File: src/rtl/mem_port_arbiter_if.sv
// Port bundle for mem_port_arbiter: two requester ports, completion/status
// outputs and the memory-map port. The arbiter uses the slave modport; the
// requesters and memory model use the master modport.
interface mem_port_arbiter_if #(
  parameter int unsigned ADDR_W = 32,
  parameter int unsigned DATA_W = 32
);
  // Requester 0 (CPU control unit)
  logic              req0;
  logic              we0;
  logic [ADDR_W-1:0] addr0;
  logic [DATA_W-1:0] wdata0;
  // Requester 1 (UART program loader)
  logic              req1;
  logic              we1;
  logic [ADDR_W-1:0] addr1;
  logic [DATA_W-1:0] wdata1;
  // Completion and status
  logic              ack0;
  logic              ack1;
  logic [DATA_W-1:0] rdata;
  logic              err;
  logic              busy;
  logic              owner;
  // Memory-map port
  logic              mem_req;
  logic              mem_we;
  logic [ADDR_W-1:0] mem_addr;
  logic [DATA_W-1:0] mem_wdata;
  logic [DATA_W-1:0] mem_rdata;
  logic              mem_ready;

  modport slave (
    input  req0, we0, addr0, wdata0,
    input  req1, we1, addr1, wdata1,
    input  mem_rdata, mem_ready,
    output ack0, ack1, rdata, err, busy, owner,
    output mem_req, mem_we, mem_addr, mem_wdata
  );

  modport master (
    output req0, we0, addr0, wdata0,
    output req1, we1, addr1, wdata1,
    output mem_rdata, mem_ready,
    input  ack0, ack1, rdata, err, busy, owner,
    input  mem_req, mem_we, mem_addr, mem_wdata
  );
endinterface

File: src/rtl/mem_port_arbiter.sv
// mem_port_arbiter: two-requester round-robin arbiter in front of a single
// memory-map port. IDLE -> BUSY (mem_req high) -> ACK (one-cycle ack) -> IDLE.
// Optional watchdog enabled by defining MEM_PORT_ARBITER_TIMEOUT_EN: a BUSY
// transaction without mem_ready for TIMEOUT cycles completes with err = 1.
module mem_port_arbiter #(
  parameter int unsigned ADDR_W  = 32,
  parameter int unsigned DATA_W  = 32,
  parameter int unsigned TIMEOUT = 16
) (
  input logic               clk,
  input logic               rst,
  mem_port_arbiter_if.slave bus
);

  if (TIMEOUT < 2 || TIMEOUT > 255) begin : g_timeout_range
    $error("mem_port_arbiter: TIMEOUT must be in 2..255");
  end

  typedef enum logic [1:0] {
    IDLE = 2'd0,
    BUSY = 2'd1,
    ACK  = 2'd2
  } state_t;

  state_t            state_q, state_d;
  logic              ptr_q, ptr_d;
  logic              owner_q, owner_d;
  logic              mem_we_q, mem_we_d;
  logic [ADDR_W-1:0] mem_addr_q, mem_addr_d;
  logic [DATA_W-1:0] mem_wdata_q, mem_wdata_d;
  logic [DATA_W-1:0] rdata_q, rdata_d;

  logic              gnt_valid;
  logic              gnt_sel;

`ifdef MEM_PORT_ARBITER_TIMEOUT_EN
  localparam logic [7:0] TO_LAST = 8'(TIMEOUT - 1);
  logic [7:0] cnt_q, cnt_d;
  logic       err_q, err_d;
`endif

  // Round-robin pick: a lone request wins, otherwise the pointer decides
  always_comb begin
    gnt_valid = bus.req0 | bus.req1;
    if (bus.req0 && bus.req1) begin
      gnt_sel = ptr_q;
    end else begin
      gnt_sel = bus.req1;
    end
  end

  // Next-state and register-load decisions
  always_comb begin
    state_d     = state_q;
    ptr_d       = ptr_q;
    owner_d     = owner_q;
    mem_we_d    = mem_we_q;
    mem_addr_d  = mem_addr_q;
    mem_wdata_d = mem_wdata_q;
    rdata_d     = rdata_q;
`ifdef MEM_PORT_ARBITER_TIMEOUT_EN
    cnt_d       = cnt_q;
    err_d       = err_q;
`endif
    case (state_q)
      IDLE: begin
        if (gnt_valid) begin
          state_d     = BUSY;
          owner_d     = gnt_sel;
          ptr_d       = ~gnt_sel;
          mem_we_d    = gnt_sel ? bus.we1    : bus.we0;
          mem_addr_d  = gnt_sel ? bus.addr1  : bus.addr0;
          mem_wdata_d = gnt_sel ? bus.wdata1 : bus.wdata0;
`ifdef MEM_PORT_ARBITER_TIMEOUT_EN
          cnt_d       = '0;
`endif
        end
      end
      BUSY: begin
        // mem_ready takes precedence over an expiring watchdog on the same edge
        if (bus.mem_ready) begin
          state_d = ACK;
          rdata_d = mem_we_q ? '0 : bus.mem_rdata;
`ifdef MEM_PORT_ARBITER_TIMEOUT_EN
          err_d   = 1'b0;
`endif
        end
`ifdef MEM_PORT_ARBITER_TIMEOUT_EN
        else if (cnt_q == TO_LAST) begin
          state_d = ACK;
          rdata_d = '0;
          err_d   = 1'b1;
        end else begin
          cnt_d = cnt_q + 8'd1;
        end
`endif
      end
      ACK: begin
        state_d = IDLE;
      end
      default: begin
        state_d = IDLE;
      end
    endcase
  end

  // State and datapath registers, asynchronous active-low reset
  always_ff @(posedge clk or negedge rst) begin
    if (!rst) begin
      state_q     <= IDLE;
      ptr_q       <= 1'b0;
      owner_q     <= 1'b0;
      mem_we_q    <= 1'b0;
      mem_addr_q  <= '0;
      mem_wdata_q <= '0;
      rdata_q     <= '0;
    end else begin
      state_q     <= state_d;
      ptr_q       <= ptr_d;
      owner_q     <= owner_d;
      mem_we_q    <= mem_we_d;
      mem_addr_q  <= mem_addr_d;
      mem_wdata_q <= mem_wdata_d;
      rdata_q     <= rdata_d;
    end
  end

`ifdef MEM_PORT_ARBITER_TIMEOUT_EN
  // Watchdog counter and error flag
  always_ff @(posedge clk or negedge rst) begin
    if (!rst) begin
      cnt_q <= '0;
      err_q <= 1'b0;
    end else begin
      cnt_q <= cnt_d;
      err_q <= err_d;
    end
  end

  assign bus.err = err_q;
`else
  assign bus.err = 1'b0;
`endif

  // mem_req decodes straight from the state flop so reset drops it at once
  assign bus.mem_req   = (state_q == BUSY);
  assign bus.busy      = (state_q != IDLE);
  assign bus.ack0      = (state_q == ACK) && !owner_q;
  assign bus.ack1      = (state_q == ACK) &&  owner_q;
  assign bus.owner     = owner_q;
  assign bus.mem_we    = mem_we_q;
  assign bus.mem_addr  = mem_addr_q;
  assign bus.mem_wdata = mem_wdata_q;
  assign bus.rdata     = rdata_q;

endmodule

File: src/flat_wrapper.sv
// flat-port wrapper written by rule: the top's interface ports become plain ports
module mem_port_arbiter_flat 
#(
  parameter int unsigned ADDR_W  = 32,
  parameter int unsigned DATA_W  = 32,
  parameter int unsigned TIMEOUT = 16
)
  (clk, rst, bus_req0, bus_we0, bus_addr0, bus_wdata0, bus_req1, bus_we1, bus_addr1, bus_wdata1, bus_mem_rdata, bus_mem_ready, bus_ack0, bus_ack1, bus_rdata, bus_err, bus_busy, bus_owner, bus_mem_req, bus_mem_we, bus_mem_addr, bus_mem_wdata);
  mem_port_arbiter_if #(.ADDR_W(ADDR_W), .DATA_W(DATA_W)) bus_i ();
  input logic clk;
  input logic rst;
  input wire logic [$bits(bus_i.req0)-1:0] bus_req0;
  input wire logic [$bits(bus_i.we0)-1:0] bus_we0;
  input wire logic [$bits(bus_i.addr0)-1:0] bus_addr0;
  input wire logic [$bits(bus_i.wdata0)-1:0] bus_wdata0;
  input wire logic [$bits(bus_i.req1)-1:0] bus_req1;
  input wire logic [$bits(bus_i.we1)-1:0] bus_we1;
  input wire logic [$bits(bus_i.addr1)-1:0] bus_addr1;
  input wire logic [$bits(bus_i.wdata1)-1:0] bus_wdata1;
  input wire logic [$bits(bus_i.mem_rdata)-1:0] bus_mem_rdata;
  input wire logic [$bits(bus_i.mem_ready)-1:0] bus_mem_ready;
  output wire logic [$bits(bus_i.ack0)-1:0] bus_ack0;
  output wire logic [$bits(bus_i.ack1)-1:0] bus_ack1;
  output wire logic [$bits(bus_i.rdata)-1:0] bus_rdata;
  output wire logic [$bits(bus_i.err)-1:0] bus_err;
  output wire logic [$bits(bus_i.busy)-1:0] bus_busy;
  output wire logic [$bits(bus_i.owner)-1:0] bus_owner;
  output wire logic [$bits(bus_i.mem_req)-1:0] bus_mem_req;
  output wire logic [$bits(bus_i.mem_we)-1:0] bus_mem_we;
  output wire logic [$bits(bus_i.mem_addr)-1:0] bus_mem_addr;
  output wire logic [$bits(bus_i.mem_wdata)-1:0] bus_mem_wdata;
  assign bus_i.req0 = bus_req0;
  assign bus_i.we0 = bus_we0;
  assign bus_i.addr0 = bus_addr0;
  assign bus_i.wdata0 = bus_wdata0;
  assign bus_i.req1 = bus_req1;
  assign bus_i.we1 = bus_we1;
  assign bus_i.addr1 = bus_addr1;
  assign bus_i.wdata1 = bus_wdata1;
  assign bus_i.mem_rdata = bus_mem_rdata;
  assign bus_i.mem_ready = bus_mem_ready;
  assign bus_ack0 = bus_i.ack0;
  assign bus_ack1 = bus_i.ack1;
  assign bus_rdata = bus_i.rdata;
  assign bus_err = bus_i.err;
  assign bus_busy = bus_i.busy;
  assign bus_owner = bus_i.owner;
  assign bus_mem_req = bus_i.mem_req;
  assign bus_mem_we = bus_i.mem_we;
  assign bus_mem_addr = bus_i.mem_addr;
  assign bus_mem_wdata = bus_i.mem_wdata;
  mem_port_arbiter #(.ADDR_W(ADDR_W), .DATA_W(DATA_W), .TIMEOUT(TIMEOUT)) u_core (.clk(clk), .rst(rst), .bus(bus_i));
endmodule
File: config.mk
export PLATFORM = sky130hd
export DESIGN_NAME = mem_port_arbiter_flat
export DESIGN_NICKNAME = d
export VERILOG_FILES = /design/src/rtl/mem_port_arbiter_if.sv /design/src/rtl/mem_port_arbiter.sv /design/src/flat_wrapper.sv
export SDC_FILE = /design/constraint.sdc
export NUM_CORES = 1
export LEC_CHECK = 0
export CORE_ASPECT_RATIO = 0.9
export CORE_MARGIN = 10
export CORE_UTILIZATION = 35
export DETAILED_ROUTE_END_ITERATION = 8
export PLACE_DENSITY = 0.79
export SYNTH_ARGS = -nofsm -noshare
export SYNTH_HDL_FRONTEND = slang
export SYNTH_SLANG_ARGS = --single-unit
export TNS_END_PERCENT = 20
File: constraint.sdc
create_clock -name clk -period 1.9 [get_ports clk]
set_input_delay 0.285 -clock clk [delete_from_list [all_inputs] [get_ports clk]]
set_output_delay 0.285 -clock clk [all_outputs]
set_load 0.01 [all_outputs]
==> results.md <==
* Status: finished, final reports clean
* Final Non-Filler Cells at 948
* Yosys cell types at 24
* GPL Wtd Cong at 0.799
* Post-layout min period at 1680 ps
* Share of layout cells above drive strength 1 at 5.78%
* Post-Route Setup TNS at 0 ps
* Max-cap violations at 0
* Io pins at 270
* Sequential fraction of the synthesis area at 52.7%
* Drt drc at 0
* Design Power at 12.1 mW
* Final HPWL DP at 14100 um
* Class of the worst hold path: input port to flip-flop
* Routed via count at 5136
* Final setup fails at 0
* FMAX at 597 MHz
* Mapped Area at 4790 um^2
* Largest delay contributor family on the critical path: flip-flops
* Most common cell after layout, fill and taps aside: clkdlybuf4s50_1
* Syn Area/Cell at 8.93 um^2
* CP max stage cell: dfrtp_2
* Setup Crit Path Kind: flip-flop to output pin
* Overall Global Routing Usage at 19.7%
* Initial antenna violation count at 0
* Arr. time, crit path at 1390 ps
* Row count at 40
* YS warnings at 0
* Initial core utilization at 35.9%
* Max Root-Sink Buffers at 2
* Die Y-Extent at 131 um
* Critical Path Fanout Max at 5
* Hold_ws at 326 ps
* Vias per cell at 5.42
* Port Buf Inserts at 268
* CTS root buf: clkbuf_16
* Detail Route Antenna Nets at 0
* Cells after synthesis at 537
* Endpoints failing hold at 0
* Register area at 2530 um^2
* Buf/Inv on CP at 2
* WL final at 19100 um
* Cell chain of the critical path: nor2_4 > inv_1 > dlygate4sd2_1
* Fin. max-slew vios at 0
* Area Overhead vs Synth at 67.2%
* TritonCTS Buffers at 9
* Critical Path RT at 1620 ps
* Leak Pwr at 3.16 nW
* CP max stage delay at 450 ps
* # H-tree levels at 3
* Die X at 143 um
* Initial DRC Count at 381
* Congestion Overflow GR at 0
* Die ar. at 18800 um^2
* Power Density at 1510 nW/um^2
* Worst setup EP type: output pin
* TritonCTS clock tree: yes
* First-pass GRT wire length at 29100 um
* RSZ-0062 raised after global routing: no
* Fillcell total at 1131
* DR WL/cell at 20.1 um
* Initial DRT Pass Iterations at 5
* Setup Skew at 4.50 ps
* Fin crit share at 88.2%
* Core area at 13400 um^2
* Worst VDD drop at 0.702 mV
* Clk_lat worst skew at 350 ps
* Number of synthesized register bits at 101
* Post-Syn Nets at 704
* Most frequent cells in the layout: 262 x clkdlybuf4s50_1, 99 x o21ai_0, 99 x dfrtp_1
* Vias in the first global route at 5319
* Largest net degree at the start of global routing at 69
* Slew margin rel. at 65.0%
* Final nets at 941
* Clock slew at reported path FFs at 70 ps
* CTS Sinks at 101
* Slew @ Worst Pin at 525 ps
* Multi-input gate area at 1980 um^2
* Startpoint types: flip-flop
* Placed cell count at 930
per-stage QoR:
stage          setup WS (ps)  util [%]  cell area [um^2]
2_1_floorplan            582         -              4790
3_3_place_gp             141      57.2              7650
3_5_place_dp            82.7      57.2              7650
4_1_cts                 2.34      59.9              8010
5_1_grt                  125      60.0              8020
6_report                 224      60.0              8020
area by class of cell:
cell class	instances	area share [%]
clock buffer	9	2.81
tap	168	2.62
multi-input combinational	371	24.7
sequential	101	31.6
inverter	4	0.187
clock inverter	7	1.51
timing repair buffer	287	36.6
antenna	1	0.0312
timing repair:
action                                  in CTS  in global routing
pin swaps                                    0                  0
hold endpoints to repair                    36                  0
resized for setup                            3                  4
hold buffers                                 1                  0
endpoints found under the setup margin       2                  2
setup buffers                                0                  0
final timing paths:
check                                                startpoint                                   end  slack, ps  cells past startpoint
min in group asynchronous                                   rst   u_core.bus.mem_addr[17]$_DFFE_PN0P_        460                      2
max in group asynchronous                                   rst  u_core.bus.mem_wdata[31]$_DFFE_PN0P_        800                      3
worst max-delay path              u_core.state_q[0]$_DFFE_PN0P_                              bus_busy        220                      3
worst max register to register    u_core.state_q[0]$_DFFE_PN0P_   u_core.bus.mem_addr[13]$_DFFE_PN0P_        230                      5
worst min-delay path                                   bus_req1   u_core.bus.mem_addr[28]$_DFFE_PN0P_        330                      3
worst min register to register  u_core.bus.rdata[3]$_DFFE_PN0P_       u_core.bus.rdata[3]$_DFFE_PN0P_        480                      2
worst reg2reg max path, delay by kind of cell (launching register included):
kind | cells | cell delay, ps
buffers and inverters | 2 | 520
DFF | 1 | 450
and+or+nand+nor | 2 | 450
AOI/OAI and AO/OA | 1 | 130
logic make-up after synthesis:
logic type | synth area share (%)
DFF | 52.7
and+or+nand+nor | 14.8
buffers and inverters | 6.47
AOI/OAI and AO/OA | 25.9
other | 0.0782
per-layer routing:
layer | share of wire [%] | up-vias | track usage [%]
li1 | - | 2405 | -
met1 | 39 | 2424 | 22.4
met2 | 48 | 278 | 32.8
met3 | 11 | 29 | 8.84
met4 | 2.2 | 0 | 6.18
met5 | 0 | - | 0
state kept, by name, summed over array words and instances (netlist names):
| signal | count |
|---|---|
| u_core.state_q | 2 |
| u_core.bus.mem_addr | 32 |
| u_core.bus.mem_wdata | 32 |
| u_core.bus.rdata | 32 |
| u_core.bus.owner | 1 |
| u_core.ptr_q | 1 |
| u_core.bus.mem_we | 1 |
cells in the mapped netlist:
| library cell | number | area share (%) |
|---|---|---|
| nand3_1 | 65 | 6.8 |
| a32o_1 | 1 | 0.21 |
| nor3b_1 | 1 | 0.16 |
| o21ai_0 | 99 | 10 |
| and2_1 | 1 | 0.13 |
| and3b_1 | 1 | 0.18 |
| nand3b_1 | 1 | 0.16 |
| a31oi_1 | 65 | 8.5 |
| inv_1 | 3 | 0.23 |
| buf_1 | 3 | 0.23 |
| a21oi_1 | 65 | 6.8 |
| nor2b_1 | 1 | 0.13 |
| inv_2 | 1 | 0.078 |
| conb_1 | 1 | 0.078 |
| nand2b_1 | 34 | 4.4 |
| buf_4 | 2 | 0.31 |
| nand2_1 | 33 | 2.6 |
| clkbuf_1 | 39 | 3.1 |
| nor2_2 | 1 | 0.13 |
| buf_6 | 6 | 1.4 |
| buf_2 | 11 | 1.1 |
| or2_1 | 1 | 0.13 |
| o21ai_1 | 1 | 0.10 |
| dfrtp_1 | 101 | 53 |
power by group:
group          total [mW]  switching, mW  internal (mW)
logic                6.05           2.91           3.14
clock network        2.15          0.854           1.30
registers            3.87          0.636           3.23
Note: power is estimated with default switching activity, not from simulation.
